## config.mk

```make
export PLATFORM = sky130hd
export DESIGN_NAME = apb_io_regs
export DESIGN_NICKNAME = d
export VERILOG_FILES = /design/src/rtl/apb_io_regs.sv
export SDC_FILE = /design/constraint.sdc
export NUM_CORES = 1
export LEC_CHECK = 0
export CAP_MARGIN = 20
export CORE_UTILIZATION = 52
export DETAILED_ROUTE_END_ITERATION = 7
export PLACE_DENSITY = 0.72
export SLEW_MARGIN = 25
export SYNTH_ARGS = -nofsm -noshare
export SYNTH_HDL_FRONTEND = slang
export SYNTH_SLANG_ARGS = --single-unit
export TNS_END_PERCENT = 5
```

## constraint.sdc

```tcl
create_clock -name PCLK -period 3.5 [get_ports PCLK]
set_input_delay 1.05 -clock PCLK [delete_from_list [all_inputs] [get_ports PCLK]]
set_output_delay 1.05 -clock PCLK [all_outputs]
set_load 0.01 [all_outputs]
```

## src/rtl/apb_io_regs.sv

```systemverilog
// apb_io_regs: APB slave with a GPIO output register, synchronized input
// port with masked rising-edge event flags, and a down-counting timer.
// Interrupt is the registered OR of pending events and the gated timer flag.
module apb_io_regs #(
  parameter int WAIT_STATES = 1
) (
  input  logic       PCLK,
  input  logic       PRESETn,
  input  logic       PSEL,
  input  logic       PENABLE,
  input  logic       PWRITE,
  input  logic [4:0] PADDR,
  input  logic [7:0] PWDATA,
  output logic [7:0] PRDATA,
  output logic       PREADY,
  input  logic [7:0] INREG,
  output logic [7:0] OUTREG,
  output logic       IRQ
);

  localparam logic       S_IDLE   = 1'b0;
  localparam logic       S_ACCESS = 1'b1;
  localparam logic [1:0] WS       = 2'(WAIT_STATES);

  logic       state_q, state_d;
  logic [1:0] wcnt_q, wcnt_d;

  logic [7:0] out_q, out_d;
  logic [7:0] sync1_q, in_q, prev_q;
  logic [7:0] emask_q, emask_d;
  logic [7:0] eflag_q, eflag_d;
  logic       en_q, en_d, auto_q, auto_d, tie_q, tie_d;
  logic [7:0] treload_q, treload_d;
  logic [7:0] tcount_q, tcount_d;
  logic       texp_q, texp_d;
  logic       irq_q;
  logic       wr_en, expire;
  logic [7:0] rdata;

  assign PREADY = (state_q == S_ACCESS) && PSEL && PENABLE && (wcnt_q == WS);
  assign wr_en  = PREADY && PWRITE;
  assign PRDATA = PREADY ? rdata : 8'h00;
  assign OUTREG = out_q;
  assign IRQ    = irq_q;

  // APB handshake: count wait cycles in ACCESS, leave on completion or PSEL drop
  always_comb begin
    state_d = state_q;
    wcnt_d  = wcnt_q;
    case (state_q)
      S_IDLE: begin
        if (PSEL && !PENABLE) begin
          state_d = S_ACCESS;
          wcnt_d  = 2'd0;
        end
      end
      default: begin
        if (!PSEL) begin
          state_d = S_IDLE;
          wcnt_d  = 2'd0;
        end else if (!PENABLE) begin
          wcnt_d = 2'd0;  // a fresh setup phase restarts the wait count
        end else if (wcnt_q == WS) begin
          state_d = S_IDLE;
          wcnt_d  = 2'd0;
        end else begin
          wcnt_d = wcnt_q + 2'd1;
        end
      end
    endcase
  end

  // Read mux; unmapped addresses return zero
  always_comb begin
    rdata = 8'h00;
    case (PADDR)
      5'h00: rdata = out_q;
      5'h01: rdata = in_q;
      5'h02: rdata = emask_q;
      5'h03: rdata = eflag_q;
      5'h04: rdata = {5'b0, tie_q, auto_q, en_q};
      5'h05: rdata = treload_q;
      5'h06: rdata = tcount_q;
      5'h07: rdata = {7'b0, texp_q};
      default: rdata = 8'h00;
    endcase
  end

  // Register writes, event flags and timer; hardware set beats software clear
  always_comb begin
    out_d     = out_q;
    emask_d   = emask_q;
    treload_d = treload_q;
    auto_d    = auto_q;
    tie_d     = tie_q;
    en_d      = en_q;
    tcount_d  = tcount_q;
    expire    = 1'b0;

    if (en_q) begin
      if (tcount_q != 8'h00) begin
        tcount_d = tcount_q - 8'h01;
      end else begin
        expire = 1'b1;
        if (auto_q) tcount_d = treload_q;
        else        en_d     = 1'b0;
      end
    end

    if (wr_en) begin
      case (PADDR)
        5'h00: out_d     = PWDATA;
        5'h02: emask_d   = PWDATA;
        5'h05: treload_d = PWDATA;
        5'h04: begin
          en_d   = PWDATA[0];
          auto_d = PWDATA[1];
          tie_d  = PWDATA[2];
          if (PWDATA[0]) tcount_d = treload_q;
        end
        default: ;
      endcase
    end

    eflag_d = (eflag_q & ~((wr_en && PADDR == 5'h03) ? PWDATA : 8'h00))
            | (in_q & ~prev_q & emask_q);
    texp_d  = (texp_q & ~(wr_en && PADDR == 5'h07 && PWDATA[0])) | expire;
  end

  // State registers, input synchronizer and registered interrupt
  always_ff @(posedge PCLK or negedge PRESETn) begin
    if (!PRESETn) begin
      state_q   <= S_IDLE;
      wcnt_q    <= 2'd0;
      out_q     <= 8'h00;
      sync1_q   <= 8'h00;
      in_q      <= 8'h00;
      prev_q    <= 8'h00;
      emask_q   <= 8'h00;
      eflag_q   <= 8'h00;
      en_q      <= 1'b0;
      auto_q    <= 1'b0;
      tie_q     <= 1'b0;
      treload_q <= 8'h00;
      tcount_q  <= 8'h00;
      texp_q    <= 1'b0;
      irq_q     <= 1'b0;
    end else begin
      state_q   <= state_d;
      wcnt_q    <= wcnt_d;
      out_q     <= out_d;
      sync1_q   <= INREG;
      in_q      <= sync1_q;
      prev_q    <= in_q;
      emask_q   <= emask_d;
      eflag_q   <= eflag_d;
      en_q      <= en_d;
      auto_q    <= auto_d;
      tie_q     <= tie_d;
      treload_q <= treload_d;
      tcount_q  <= tcount_d;
      texp_q    <= texp_d;
      irq_q     <= (|eflag_q) | (texp_q & tie_q);
    end
  end

endmodule

```

=== Yosys cells after proc, flatten, opt, wreduce, memory -nomap -nowiden ===
Cells that the tools add are included.

* Add/sub/neg operators: 2
* $mul: 0
* Divide/modulo/power cells: 0
* Magnitude comparators: 0
* Equal/unequal tests: 8
* Shift-type cells: 0
* Mux-type cells: 26
* Bitwise gates (word level): 11
* Reduce and logical (&&, ||, !) cells: 17

{| class="wikitable"
|+ Operators with widths
! kind !! number
|-
| $mux 8 || 8
|-
| $pmux 8 s8 || 1
|-
| $and 8x8->8 || 3
|-
| $eq 5x3->1 const B || 4
|-
| $not 8->8 || 2
|-
| $mux 1 || 12
|-
| $eq 5x2->1 const B || 2
|-
| $mux 2 || 5
|-
| $logic_and 1x1->1 || 8
|-
| $or 8x8->8 || 1
|-
| $reduce_and 2->1 || 4
|-
| $reduce_bool 8->1 || 1
|-
| $reduce_or 8->1 || 1
|-
| $sub 8x1->8 const B || 1
|-
| $eq 5x1->1 const B || 1
|-
| $logic_not 5->1 || 1
|-
| $add 2x1->2 const B || 1
|-
| $and 1x1->1 || 2
|-
| $eq 2x1->1 const B || 1
|-
| $or 1x1->1 || 2
|-
| $reduce_bool 2->1 || 1
|-
| $logic_not 1->1 || 1
|-
| $not 1->1 || 1
|}

* Flip-flop bits (word level): 72
* Latch bits: 0
* Bits in writable memories: 0
* Memory bits (read-only): 0
* Input port bits: 26
* Logic and storage cells: 79
* Memories kept: 0

=== Longest topological paths before layout ===
* Depth after elaboration: 9
* Depth in mapped cells: 8

=== Least setup slack after synthesis ===
OpenSTA, ideal clock, no wires.

* Path type: input-to-output
* From: in PADDR[3]
* To: out PRDATA[1]
* Arrival time: 2.260 ns
* Required time: 2.450 ns
* Setup slack: 0.190 ns
* Stages on the path: 5
* Buffers on the path: 1
* Cells stage by stage: or3_1 -> clkbuf_1 -> nor2_1 -> a222oi_1 -> a21oi_1

* Longest elaborated chain between the ends: 3

{| class="wikitable"
|+ Ends and longest elaborated chain
! item !! RTL line !! text
|-
| from (decl) || 12 || <nowiki>input logic [4:0] PADDR,</nowiki>
|-
| $eq 5x3->1 (tied with other cells) || 76 || <nowiki>case (PADDR)</nowiki>
|-
| $pmux 8 s8 * || 76 ||
|-
| $mux 8 * || 42 || <nowiki>assign PRDATA = PREADY ? rdata : 8'h00;</nowiki>
|-
| to (decl) || 14 || <nowiki>output logic [7:0] PRDATA,</nowiki>
|}

Every way passes the cells marked *; elsewhere a longest branch is shown, timed or not.

=== Worst setup path after layout ===
* From: in PADDR[0]
* To: out PRDATA[3]

Same word-level chain as after synthesis.

==> impl_metrics.json <==
{
  "synth-seq-cells": 72,
  "max_freq_mhz": 289,
  "first_pass_iters": 5,
  "synth_nets": 308,
  "path_class": "input pin to primary output",
  "yosysSeqAreaShare": 0.554,
  "cts-root-buf": "clkbuf_8",
  "worstSetupStartpoint": "PADDR[0]",
  "avgViaCountPerCell": 5.97,
  "cts_buffers": 9,
  "p_per_area_nw_per_um2": 482,
  "timing.final.crit_share": 0.990,
  "met2_usage": 0.460,
  "synthesis.area_sq_um": 3250,
  "drive_gt1_frac": 0.307,
  "synth_top_family_by_area": "compound AO/OA/AOI/OAI gates",
  "fp.coreArea_sq_um": 5990,
  "diodes": 0,
  "tightest_slew_ns": 0.754,
  "cp_top_family": "buffers and inverters",
  "critPathLaunchType": "input pin",
  "synthXorXnorAreaFrac": 0,
  "clock-sinks": 72,
  "io_buffers": 43,
  "start_util": 0.543,
  "yosysTopAreaCell": "dfrtp_1",
  "yosys_warnings": 0,
  "muxShareOfSynthArea": 0.133,
  "finalCriticalPeriod_ns": 3.46,
  "critPathMaxStageDelay_ns": 0.28,
  "top_usage_layer": "met2",
  "setup_viol": 0,
  "finalNetCount": 381,
  "die_y_um": 81.1,
  "setup_ws_ns": 0.0361,
  "rows": 28,
  "drt_first_iter_violations": 121,
  "slew_viol_final": 0,
  "pre_cts_slack_ns": -0.770,
  "path_buf_inv": 3,
  "totalPowerFinal_mw": 2.02,
  "htreeDepth": 3,
  "ant_nets": 0,
  "grt_max_degree": 42,
  "routedWlPerCell_um": 19.1,
  "cts_tree": "done",
  "grt.met3_usage": 0.0618,
  "drv_cap": 0,
  "status": "completed",
  "yosys-top-cells-count": "dfrtp_1 (72), mux2_2 (31), nand2_1 (31)",
  "path_cells": "dlygate4sd2_1 -> buf_4 -> nor2b_1 -> and3_2 -> a22oi_1 -> a31oi_1 -> buf_2",
  "cp_max_fo": 5,
  "crit_arrival_ns": 2.41,
  "routed_wl_mm": 8.28,
  "yosys-top-cells-area": "dfrtp_1 (55%), mux2_2 (11%), nand2_1 (3.6%)",
  "synth-simple-area-share": 0.140,
  "required_ns": 2.45,
  "synthAdderAreaFrac": 0.00770,
  "path_clk_slew_ns": 0.07,
  "slew_headroom": 0.497,
  "finalHoldViolCount": 0,
  "io_pins": 44,
  "synth.distinct_cells": 51,
  "drcViolationCount": 0,
  "hold_start": "sync1_q[5]$_DFF_PN0_",
  "p_leak_nw": 1.85,
  "async_reset_ff_frac": 1.00,
  "via_count": 2583,
  "clockBufferDepth": 2,
  "grt_pass1_vias": 2603,
  "die_area_sq_um": 6570,
  "globalRoute.totalOverflow": 0,
  "holdWs_ns": 0.351,
  "track_usage": 0.285,
  "grt_util_met1": 0.376,
  "synth_compound_area_frac": 0.142,
  "synthFlopType": "dfrtp_1",
  "clock-skew-final_ns": 0.00871,
  "worstHoldPathType": "register to register",
  "grt_first_pass_wirelength_mm": 13.4,
  "synth_edf_count": 0,
  "crit_slowest_cell": "dlygate4sd2_1",
  "worst_setup_path_end_kind": "primary output",
  "synth_cells": 280,
  "syn2layout_area_growth_pct": 28.7,
  "syn_avg_cell_area_sq_um": 11.6,
  "final_util": 0.699,
  "rsz0062_at_grt": "true",
  "insertion_delay_ns": 0.35,
  "antenna_found_initial": 0,
  "netlist.area_leader.share": 0.554,
  "ir_worst_vdd_uv": 397,
  "die_x_um": 81.1,
  "dp_hpwl_mm": 5.90,
  "yosysMostFrequentCell": "dfrtp_1",
  "gp_congestion": 0.936,
  "n_fill_cell": 463,
  "hold_buffers": 0,
  "r2r-start": "tcount_q[0]$_DFF_PN0_"
}
## layout make-up
type	count	area, sq um	area share
Clock inverter	7	95.1	0.0227
Sequential cell	72	1800	0.430
Multi-Input combinational cell	189	1420	0.340
Clock buffer	9	124	0.0296
Timing Repair Buffer	73	619	0.148
Tap cell	75	93.8	0.0224
Inverter	8	30.0	0.00717
## registers in the layout, summed over array words and instances (netlist names)
name / cells
texp_q: 1
in_q: 8
tie_q: 1
auto_q: 1
state_q: 1
en_q: 1
treload_q: 8
OUTREG: 8
IRQ: 1
emask_q: 8
prev_q: 8
tcount_q: 8
wcnt_q: 2
sync1_q: 8
eflag_q: 8
## per-layer routing
| metal | share of wire | wire length [um] | vias to the layer above |
|---|---|---|---|
| met5 | 0 | 0 | - |
| met3 | 0.043 | 360 | 15 |
| met4 | 0.019 | 155 | 0 |
| met1 | 0.42 | 3510 | 1316 |
| met2 | 0.51 | 4260 | 71 |
| li1 | - | - | 1181 |
## where the power goes
part	switching, mW	internal [mW]
clock network	0.325	0.402
registers	0.0994	0.895
logic	0.150	0.147
total	0.574	1.44
## per-stage QoR
stage	cells	area, sq um	TNS, ns
after floorplan	280	3250	0
after global placement	414	3940	-5.78
after detailed placement	414	3940	-5.79
after CTS	433	4180	-0.158
after global routing	433	4190	-0.0990
final	433	4190	0
## cell families (layout without fill, tap and decap cells)
kind of cell,Yosys count,after routing
multiplexers,38,38
flip-flops,72,72
AND/OR/NAND/NOR,83,83
buffers and inverters,19,97
AO/OA/AOI/OAI,66,66
adder cells (fa/ha/maj),2,2
## final timing paths
path                                    endpoint  slack (ns)  depth (start not counted)
max in group asynchronous      in_q[2]$_DFF_PN0_        2.07                          2
min in group asynchronous  tcount_q[2]$_DFF_PN0_        0.76                          1
hold / removal                 in_q[5]$_DFF_PN0_        0.35                          0
setup reg to reg           tcount_q[7]$_DFF_PN0_        1.18                          7
hold reg to reg                in_q[5]$_DFF_PN0_        0.35                          0
setup / recovery                       PRDATA[3]        0.04                          7
## cell usage in the layout (no fill, tap or decap), drive strengths merged, types with 3 or more instances in the layout
master / netlist / routed
a22oi: 9 / 9
mux2: 31 / 31
clkbuf: 7 / 14
dfrtp: 72 / 72
a21oi: 13 / 13
nor3: 9 / 9
nand3: 5 / 5
o22ai: 4 / 4
nor4: 4 / 4
nor2b: 3 / 3
o2bb2ai: 8 / 8
nand2: 31 / 31
clkdlybuf4s50: 0 / 28
clkinv: 0 / 3
a31oi: 5 / 5
nor2: 15 / 15
o21ai: 10 / 10
mux2i: 6 / 6
buf: 4 / 38
inv: 8 / 9
## timing repair
item                                    CTS  global route
hold endpoints to repair                  0             0
cloned                                    0             0
pin swaps                                 7             6
buffers inserted                          3             0
gates resized for setup                  48            16
endpoints found under the setup margin    9             9
(Power assumes the default switching activity.)
